[src/rtl/lcd_cmd_sched.sv]
// Host command queue in front of lcd_ctrl: issues one command at a time, streams 36-byte images for LOAD.
// Optional watchdog on ISSUE/WAIT_OUT is built in when LCD_SCHED_TIMEOUT_EN is defined.
module lcd_cmd_sched #(
  parameter int          FIFO_DEPTH = 4,
  parameter int          IMG_W      = 2,
  parameter int          ADDR_W     = 8,
  parameter int unsigned TIMEOUT    = 255
) (
  input  logic              clk,
  input  logic              reset,
  input  logic [2:0]        host_cmd,
  input  logic [IMG_W-1:0]  host_sel,
  input  logic              host_valid,
  output logic              host_ready,
  output logic [2:0]        lcd_cmd,
  output logic              lcd_cmd_valid,
  input  logic              lcd_busy,
  output logic [7:0]        lcd_datain,
  input  logic              lcd_output_valid,
  output logic              img_rd,
  output logic [ADDR_W-1:0] img_addr,
  input  logic [7:0]        img_data,
  output logic              done,
  output logic              err
);

  // state    | meaning
  // IDLE     | pop next queued command, drop invalid ones with err
  // ISSUE    | lcd_cmd_valid held until lcd_busy is low
  // STREAM   | forward 36 image bytes from image memory
  // WAIT_OUT | count 9 output pixels, then done
  typedef enum logic [1:0] {S_IDLE, S_ISSUE, S_STREAM, S_WAIT_OUT} state_t;

  localparam int         PW        = $clog2(FIFO_DEPTH);
  localparam logic [2:0] CMD_LOAD  = 3'd1;
  localparam logic [5:0] IMG_BYTES = 6'd36;
  localparam logic [3:0] LAST_PIX  = 4'd8;

  logic [2:0]       fifo_cmd [FIFO_DEPTH];
  logic [IMG_W-1:0] fifo_sel [FIFO_DEPTH];
  logic [PW:0]      wr_ptr_q, wr_ptr_d, rd_ptr_q, rd_ptr_d;
  logic             fifo_full, fifo_empty, push, pop;
  logic [2:0]       head_cmd;
  logic [IMG_W-1:0] head_sel;
  logic [ADDR_W-1:0] head_base;

  state_t            state_q, state_d;
  logic [ADDR_W-1:0] base_q, base_d;
  logic              loaded_q, loaded_d;
  logic [5:0]        cnt_q, cnt_d;
  logic [3:0]        pix_q, pix_d;
  logic [2:0]        lcd_cmd_q, lcd_cmd_d;
  logic              lcd_cmd_valid_q, lcd_cmd_valid_d;
  logic              done_q, done_d, err_q, err_d;
  logic              load_accept, stream_rd;

`ifdef LCD_SCHED_TIMEOUT_EN
  localparam int WD_W = $clog2(TIMEOUT + 1);
  logic [WD_W-1:0] wd_q, wd_d;
`endif

  assign fifo_empty = (wr_ptr_q == rd_ptr_q);
  assign fifo_full  = (wr_ptr_q[PW] != rd_ptr_q[PW]) && (wr_ptr_q[PW-1:0] == rd_ptr_q[PW-1:0]);
  assign host_ready = !fifo_full;
  assign push       = host_valid && !fifo_full;
  assign head_cmd   = fifo_cmd[rd_ptr_q[PW-1:0]];
  assign head_sel   = fifo_sel[rd_ptr_q[PW-1:0]];
  // sel*36 without a multiplier
  assign head_base  = (ADDR_W'(head_sel) << 5) + (ADDR_W'(head_sel) << 2);

  always_ff @(posedge clk) begin
    if (push) begin
      fifo_cmd[wr_ptr_q[PW-1:0]] <= host_cmd;
      fifo_sel[wr_ptr_q[PW-1:0]] <= host_sel;
    end
  end

  always_comb begin
    state_d         = state_q;
    base_d          = base_q;
    loaded_d        = loaded_q;
    cnt_d           = cnt_q;
    pix_d           = pix_q;
    lcd_cmd_d       = lcd_cmd_q;
    lcd_cmd_valid_d = lcd_cmd_valid_q;
    done_d          = 1'b0;
    err_d           = 1'b0;
    pop             = 1'b0;
    case (state_q)
      S_IDLE: begin
        if (!fifo_empty) begin
          pop = 1'b1;
          if (head_cmd[2:1] == 2'b11 || (head_cmd != CMD_LOAD && !loaded_q)) begin
            err_d = 1'b1;
          end else begin
            lcd_cmd_d       = head_cmd;
            lcd_cmd_valid_d = 1'b1;
            base_d          = head_base;
            state_d         = S_ISSUE;
          end
        end
      end
      S_ISSUE: begin
        if (!lcd_busy) begin
          lcd_cmd_valid_d = 1'b0;
          if (lcd_cmd_q == CMD_LOAD) begin
            cnt_d    = 6'd1;
            loaded_d = 1'b1;
            state_d  = S_STREAM;
          end else begin
            pix_d   = 4'd0;
            state_d = S_WAIT_OUT;
          end
        end
      end
      S_STREAM: begin
        if (cnt_q == IMG_BYTES) begin
          pix_d   = 4'd0;
          state_d = S_WAIT_OUT;
        end else begin
          cnt_d = cnt_q + 6'd1;
        end
      end
      S_WAIT_OUT: begin
        if (lcd_output_valid) begin
          if (pix_q == LAST_PIX) begin
            done_d  = 1'b1;
            state_d = S_IDLE;
          end else begin
            pix_d = pix_q + 4'd1;
          end
        end
      end
      default: state_d = S_IDLE;
    endcase
`ifdef LCD_SCHED_TIMEOUT_EN
    // down-counter reloads on every state change; terminal count aborts the command
    wd_d = wd_q;
    if (state_d != state_q) begin
      wd_d = WD_W'(TIMEOUT - 1);
    end else if (state_q == S_ISSUE || state_q == S_WAIT_OUT) begin
      if (wd_q == '0) begin
        err_d           = 1'b1;
        lcd_cmd_valid_d = 1'b0;
        state_d         = S_IDLE;
      end else begin
        wd_d = wd_q - WD_W'(1);
      end
    end
`endif
    wr_ptr_d = wr_ptr_q + (PW+1)'(push);
    rd_ptr_d = rd_ptr_q + (PW+1)'(pop);
  end

`ifndef LCD_SCHED_TIMEOUT_EN
  // TIMEOUT has no effect without the watchdog
  if (TIMEOUT == 0) begin : g_timeout_unused
  end
`endif

  always_ff @(posedge clk or negedge reset) begin
    if (!reset) begin
      state_q         <= S_IDLE;
      wr_ptr_q        <= '0;
      rd_ptr_q        <= '0;
      base_q          <= '0;
      loaded_q        <= 1'b0;
      cnt_q           <= '0;
      pix_q           <= '0;
      lcd_cmd_q       <= '0;
      lcd_cmd_valid_q <= 1'b0;
      done_q          <= 1'b0;
      err_q           <= 1'b0;
`ifdef LCD_SCHED_TIMEOUT_EN
      wd_q            <= '0;
`endif
    end else begin
      state_q         <= state_d;
      wr_ptr_q        <= wr_ptr_d;
      rd_ptr_q        <= rd_ptr_d;
      base_q          <= base_d;
      loaded_q        <= loaded_d;
      cnt_q           <= cnt_d;
      pix_q           <= pix_d;
      lcd_cmd_q       <= lcd_cmd_d;
      lcd_cmd_valid_q <= lcd_cmd_valid_d;
      done_q          <= done_d;
      err_q           <= err_d;
`ifdef LCD_SCHED_TIMEOUT_EN
      wd_q            <= wd_d;
`endif
    end
  end

  // memory read for byte 0 is issued in the accept cycle itself, so it depends on lcd_busy
  assign load_accept   = (state_q == S_ISSUE) && (lcd_cmd_q == CMD_LOAD) && !lcd_busy;
  assign stream_rd     = (state_q == S_STREAM) && (cnt_q < IMG_BYTES);
  assign img_rd        = load_accept || stream_rd;
  assign img_addr      = stream_rd ? base_q + ADDR_W'(cnt_q) : (load_accept ? base_q : '0);
  assign lcd_datain    = (state_q == S_STREAM) ? img_data : 8'd0;
  assign lcd_cmd       = lcd_cmd_q;
  assign lcd_cmd_valid = lcd_cmd_valid_q;
  assign done          = done_q;
  assign err           = err_q;

endmodule
[config.mk]
export PLATFORM = sky130hd
export DESIGN_NAME = lcd_cmd_sched
export DESIGN_NICKNAME = d
export VERILOG_FILES = /design/src/rtl/lcd_cmd_sched.sv
export SDC_FILE = /design/constraint.sdc
export NUM_CORES = 1
export LEC_CHECK = 0
export ABC_CLOCK_PERIOD_IN_PS = 2800
export BUFFER_PORTS_ARGS = -buffer_cell sky130_fd_sc_hd__buf_2
export CAP_MARGIN = 20
export CORE_UTILIZATION = 47
export DETAILED_ROUTE_END_ITERATION = 6
export PLACE_DENSITY = 0.69
export SLEW_MARGIN = 20
export SYNTH_ARGS = -nofsm -noshare
export SYNTH_HDL_FRONTEND = slang
export SYNTH_SLANG_ARGS = --single-unit
[constraint.sdc]
create_clock -name clk -period 2.8 [get_ports clk]
set_clock_uncertainty 0.05 [all_clocks]
set_input_delay 0.28 -clock clk [delete_from_list [all_inputs] [get_ports clk]]
set_output_delay 0.28 -clock clk [all_outputs]
set_load 0.05 [all_outputs]
# Yosys cells after proc, flatten, opt, wreduce, memory -nomap -nowiden
# Memories as Yosys holds them, arrays and structs flattened.
# Index checks and enable logic that the tools add are counted.
[word_totals]
ramBits = 20
input_bits = 18
wordCells = 100
memories = 2
output_inout_bits = 24
regBits = 33
[memory_table]
columns = ["memory", "words", "width", "read_ports", "rd_ports_with_merged_regs", "write_ports", "line", "source"]
rows = [
  ["fifo_cmd", 4, 3, 1, 0, 1, "39", "logic [2:0] fifo_cmd [FIFO_DEPTH];"],
  ["fifo_sel", 4, 2, 1, 0, 1, "40", "logic [IMG_W-1:0] fifo_sel [FIFO_DEPTH];"],
]
[classes]
n_addsub = 6
bitwise = 3
magnitude_cmp = 1
n_reduce_logical = 21
n_eq_ne = 21
muxes = 35
[op_table]
columns = ["operator", "n"]
rows = [
  ["8-bit two-way mux", 3],
  ["4-bit two-way mux", 5],
  ["2-bit inequality test (second input constant)", 10],
  ["6-bit two-way mux", 3],
  ["1-bit two-way mux", 14],
  ["2-bit two-way mux", 6],
  ["4-bit case mux with 3 select lines", 1],
  ["6-bit case mux with 2 select lines", 1],
  ["6-bit AND reduction", 2],
  ["7-bit by 4-bit adder with 8-bit output", 1],
  ["8-bit by 6-bit adder with 8-bit output", 1],
  ["2-bit case mux with 4 select lines", 1],
  ["4-bit AND reduction", 2],
  ["3-bit by 1-bit adder with 3-bit output", 2],
  ["6-bit by 1-bit adder with 6-bit output (second input constant)", 1],
  ["2-bit == test (second input constant)", 3],
  ["6-bit == test (second input constant)", 1],
  ["1-bit logical AND", 6],
  ["6-bit < comparator (second input constant)", 1],
  ["3-bit AND reduction", 2],
  ["4-bit by 1-bit adder with 4-bit output (second input constant)", 1],
  ["4-bit == test (second input constant)", 1],
  ["2-bit nonzero test", 2],
  ["3-bit by 1-bit == test with 1-bit output (second input constant)", 1],
  ["other kinds (11)", 16],
]

# Logic depth before layout (Yosys ltp)
# An unclocked memory read counts as a cell.
[depth]
word_depth = 7
mapped_depth = 8
mapped_depth_nobuf = 7

# Worst setup path before layout
# No wires, ideal clock.
[synth_path]
path_kind = "reg-to-output"
start = "register state_q[0]"
end = "output img_addr[6]"
t_arrival_ns = 2.259
setup_slack_ns = 0.211
t_required_ns = 2.470
path_stages_with_launch = 6
path_buffers = 1
cell_sequence = "dfrtp_1 > inv_1 > ha_1 > clkbuf_1 > nand2_1 > o31ai_1"
[synth_via]
elab_chain_len = 5
word_cells_on_any_way = 7
cone_classes = "eq/ne: 2; mux: 2; reduce/logical: 3"
[synth_lines]
columns = ["element", "line", "source"]
rows = [
  ["start: declaration", "47", "state_t state_q, state_d;"],
  ["start signal: assignment", "178", "state_q <= state_d;"],
  ["2-bit by 1-bit == test with 1-bit output", "196", "assign load_accept = (state_q == S_ISSUE) && (lcd_cmd_q == CMD_LOAD) && !lcd_busy;"],
  ["1-bit logical AND (2 in series)", "196", ""],
  ["8-bit two-way mux", "199", "assign img_addr = stream_rd ? base_q + ADDR_W'(cnt_q) : (load_accept ? base_q : '0);"],
  ["8-bit two-way mux (*)", "199", ""],
  ["end: declaration", "21", "output logic [ADDR_W-1:0] img_addr,"],
]
# Mark *: on every way between the ends. The rest lies on a longest branch, timed or not.

# Final worst setup path
[layout_path]
start = "register cnt_q[2]"
end = "output img_addr[6]"
[layout_via]
elab_chain_len = 3
word_cells_on_any_way = 4
cone_classes = "add/sub: 1; order compare: 1; mux: 1; reduce/logical: 1"
[layout_lines]
columns = ["element", "line", "source"]
rows = [
  ["start: declaration", "50", "logic [5:0] cnt_q, cnt_d;"],
  ["start signal: assignment", "183", "cnt_q <= cnt_d;"],
  ["parallel branches: the longest is 2 deep, another holds 8-bit by 6-bit adder with 8-bit output", "n/a", ""],
  ["8-bit two-way mux (*)", "199", ""],
]
# Mark *: on every way between the ends.

==> key figures <==
Setup path
  – Startpoint types: flop
  – Required @ worst endpoint: 2.47 ns
  – Reg2reg setup slack: 0.53 ns
  – Setup CP Type: flop to output port
  – R2r endpoint: cnt_q[4]$_DFFE_PN0P_
  – Crit end category: output port
  – Crit Path Max Fanout: 6
  – WP data arrival: 2.24 ns
  – R2r startpoint: state_q[0]$_DFFE_PN0P_
  – R2R depth: 6

Clocking
  – Clock Latency Late Sink: 0.30 ns
  – CTS tree: done
  – Post-cts sizing count: 0
  – Setup Buffers After CTS: 0
  – Clock-pin slew on the worst setup and hold paths: 0.09 ns
  – Max H-tree Level: 2
  – Largest buffer count on any clock path: 2
  – Clock sinks: 47
  – Clock buffer count from CTS: 5
  – Post-CTS Hold Buffers: 1
  – Clk root buf: clkbuf_8

Pwr
  – Switching share of power: 34.0%
  – Design Power: 2.04 mW
  – Clock power frac: 24.9%
  – PwrDens: 701 mW/mm2
  – Combinational share of power: 29.8%
  – Internal Power: 1.34 mW
  – Seq pwr share: 45.3%
  – Max VDD drop: 0.374 mV
  – NetSw: 694 uW
  – Leak: 1.31 nW

Synthesis
  – Sequential share of the synthesized area: 50.7%
  – Compound-Gate Fraction of Synth Area: 11.3%
  – Xor-xnor portion of the synthesized cell area: 3.48%
  – Average cell area after synthesis: 11.7 um2
  – Mux cell area share after synthesis: 7.11%
  – Syn nets: 249
  – Mapped cell area: 0.00252 mm2
  – Post-synthesis adder-cell area fraction: 8.25%
  – Top area cells in the synthesized netlist: dfrtp_1, edfxtp_1, ha_1
  – Area leader, netlist: dfrtp_1
  – Largest family of logic cells by synthesized area: simple AND/OR/NAND/NOR gates
  – Post-synth EDFFs: 20
  – Ys Warns: 0
  – Synthesis-stage register bit count: 47
  – Synth cell types: 52
  – Yosys top cell area share: 26.8%
  – Top FF cell, synth: dfrtp_1
  – Synth Instances: 215
  – Ys async rst share: 57.4%
  – Synth Area in Simple Gates: 15.9%

Global route
  – Gr ovfl total: 0
  – Number of global-route vias before repair: 1546
  – Gr usage total: 17.2%
  – Largest net degree at the start of global routing: 28
  – First-pass GRT wire length: 7.07 mm
  – Initial antenna violation count: 0

Timing
  – Slew @ Worst Pin: 0.605 ns
  – Setup TNS: 0 ns
  – Hold Vio Cnt, Final: 0
  – Slew headroom: 59.7%
  – Setup violations, final: 0
  – Final Max Slew Viols: 0
  – Final period demand of the worst path: 2.57 ns
  – Final worst-path cycle share: 91.8%
  – Max Freq: 389 MHz
  – Unrepaired setup endpoints after global routing: false

Floorplanning
  – Die Footprint: 0.00565 mm2
  – Io pins: 42
  – Die Y: 75.2 um
  – Row cnt: 26
  – Core ar.: 0.00514 mm2
  – Chip width: 75.2 um
  – Initial core utilization: 49.0%

Worst hold path
  – Hold WC Path Type: primary input to flop
  – Hold EP: fifo_sel[0][1]$_DFFE_PP_
  – Hold depth: 1
  – HP Start: host_sel[1]

Run status
  – Status: completed

Layout
  – Layout fillers: 452
  – Area grow syn2layout: 15.6%
  – # diodes: 0
  – Register area: 0.00128 mm2
  – Share of cells above drive strength 1: 23.9%
  – Final nets: 292
  – Multi-input combinational cell area: 0.00116 mm2

Place
  – Placer Congestion: 0.800
  – I/O Buffers: 41
  – Dpl hpwl: 3.23 mm

Route
  – DR vias: 1726
  – Vias per cell: 5.25
  – Detailed Route WL: 4.38 mm
  – WL per Instance: 13.3 um
  – Drt first pass iters: 4
  – Residual DRC: 0
  – Initial DRC count: 83
  – Post-route ant nets: 0

Run
  – Number of maximum-capacitance violations: 0
state kept, by name, summed over array words and instances, names as in the netlist, 2 cells and up:
| signal | cells |
|---|---|
| fifo_cmd | 12 |
| fifo_sel | 8 |
| cnt_q | 6 |
| pix_q | 4 |
| lcd_cmd | 3 |
| rd_ptr_q | 3 |
| wr_ptr_q | 3 |
| base_q | 2 |
| state_q | 2 |
power groups by stage:
| stage | Combinational (mW) | Clock [mW] | Sequential (mW) |
|---|---|---|---|
| 6_report | 0.607 | 0.507 | 0.924 |
| 5_1_grt | 0.690 | 0.547 | 0.940 |
| 4_1_cts | 0.616 | 0.525 | 0.924 |
| 3_5_place_dp | 0.612 | 0 | 0.939 |
| 3_3_place_gp | 0.597 | 0 | 0.935 |
| 2_1_floorplan | 0.473 | 0 | 0.924 |
synthesized netlist by cell type, types with 2 or more instances:
master / n
a21oi_1: 4
a22o_1: 2
a31oi_1: 5
and2_1: 10
and3_1: 3
and3b_1: 2
clkbuf_1: 5
dfrtp_1: 27
edfxtp_1: 20
ha_1: 15
inv_1: 13
mux2_2: 4
mux4_1: 3
mux4_2: 2
nand2_1: 23
nand2b_1: 4
nand3_1: 4
nor2_1: 14
nor2b_1: 2
nor3b_1: 2
o21ai_0: 11
o31ai_1: 2
xnor2_1: 7
xor2_1: 3
layout by cell type (no fill, tap or decap), types with 2 or more instances in the layout:
cell / instances
and3_1: 3
and3b_1: 2
ha_1: 15
dfrtp_1: 27
nand3_1: 4
nor2b_1: 2
buf_2: 41
clkbuf_8: 5
nand2_1: 23
a22o_1: 2
a21oi_1: 4
inv_1: 13
mux4_2: 2
nor3b_1: 2
xor2_1: 3
mux2_2: 4
a31oi_1: 5
o31ai_1: 2
and2_1: 10
nor2_1: 14
mux4_1: 3
o21ai_0: 11
nand2b_1: 4
xnor2_1: 7
edfxtp_1: 20
area by class of cell:
class                      count  area share [%]
tap                           70            3.01
timing repair buffer          43            7.66
multi-input combinational    148            39.8
clock inverter                 3            1.63
clock buffer                   5            2.37
sequential                    47            43.9
inverter                      13            1.68
routing by layer:
metal | wire length (um) | vias to the layer above | global-route usage [%]
li1 | - | 860 | -
met1 | 2060 | 817 | 21.6
met2 | 2090 | 45 | 28.9
met3 | 178 | 4 | 4.02
met4 | 40 | 0 | 6.58
met5 | 0 | - | 0
kinds of logic after synthesis:
logic type               Yosys count
AO/OA/AOI/OAI                     39
XOR/XNOR                          10
adder cells (fa/ha/maj)           16
buffers and inverters             20
flip-flops                        47
multiplexers                      10
AND/OR/NAND/NOR                   73
worst max-delay path, cell delays in order (launching register included):
cell and delay, ns:
dfrtp_1 0.45, ha_1 0.23, fa_1 0.40, a31oi_1 0.22
and3_1 0.17, o21ai_0 0.09, o31ai_1 0.08, buf_2 0.30
how the worst max path moves through the flow:
stage / start / end / slack (ns) / cells after the start
floorplan: state_q[0]$_DFFE_PN0P_ / img_addr[6] / 0.21 / 5
detailed placement: state_q[0]$_DFFE_PN0P_ / cnt_q[4]$_DFFE_PN0P_ / 0.54 / 6
finish: cnt_q[2]$_DFFE_PN0P_ / img_addr[6] / 0.23 / 7
global placement: state_q[0]$_DFFE_PN0P_ / cnt_q[4]$_DFFE_PN0P_ / 0.55 / 6
global route: state_q[0]$_DFFE_PN0P_ / img_addr[6] / 0.05 / 5
CTS: cnt_q[2]$_DFFE_PN0P_ / img_addr[6] / 0.23 / 7
through the flow:
stage               area, um2  hold WS (ns)  util, %  std cells  worst slack (ns)
finish                   2910         0.137     56.6        329             0.229
global placement         2780         0.277     54.1        320             0.551
detailed placement       2780         0.278     54.1        320             0.545
floorplan                2520       -0.0656        -        215             0.211
CTS                      2910         0.123     56.6        329             0.233
global route             2910         0.132     56.6        329            0.0509
No activity file was read; power rests on OpenSTA's default activity.
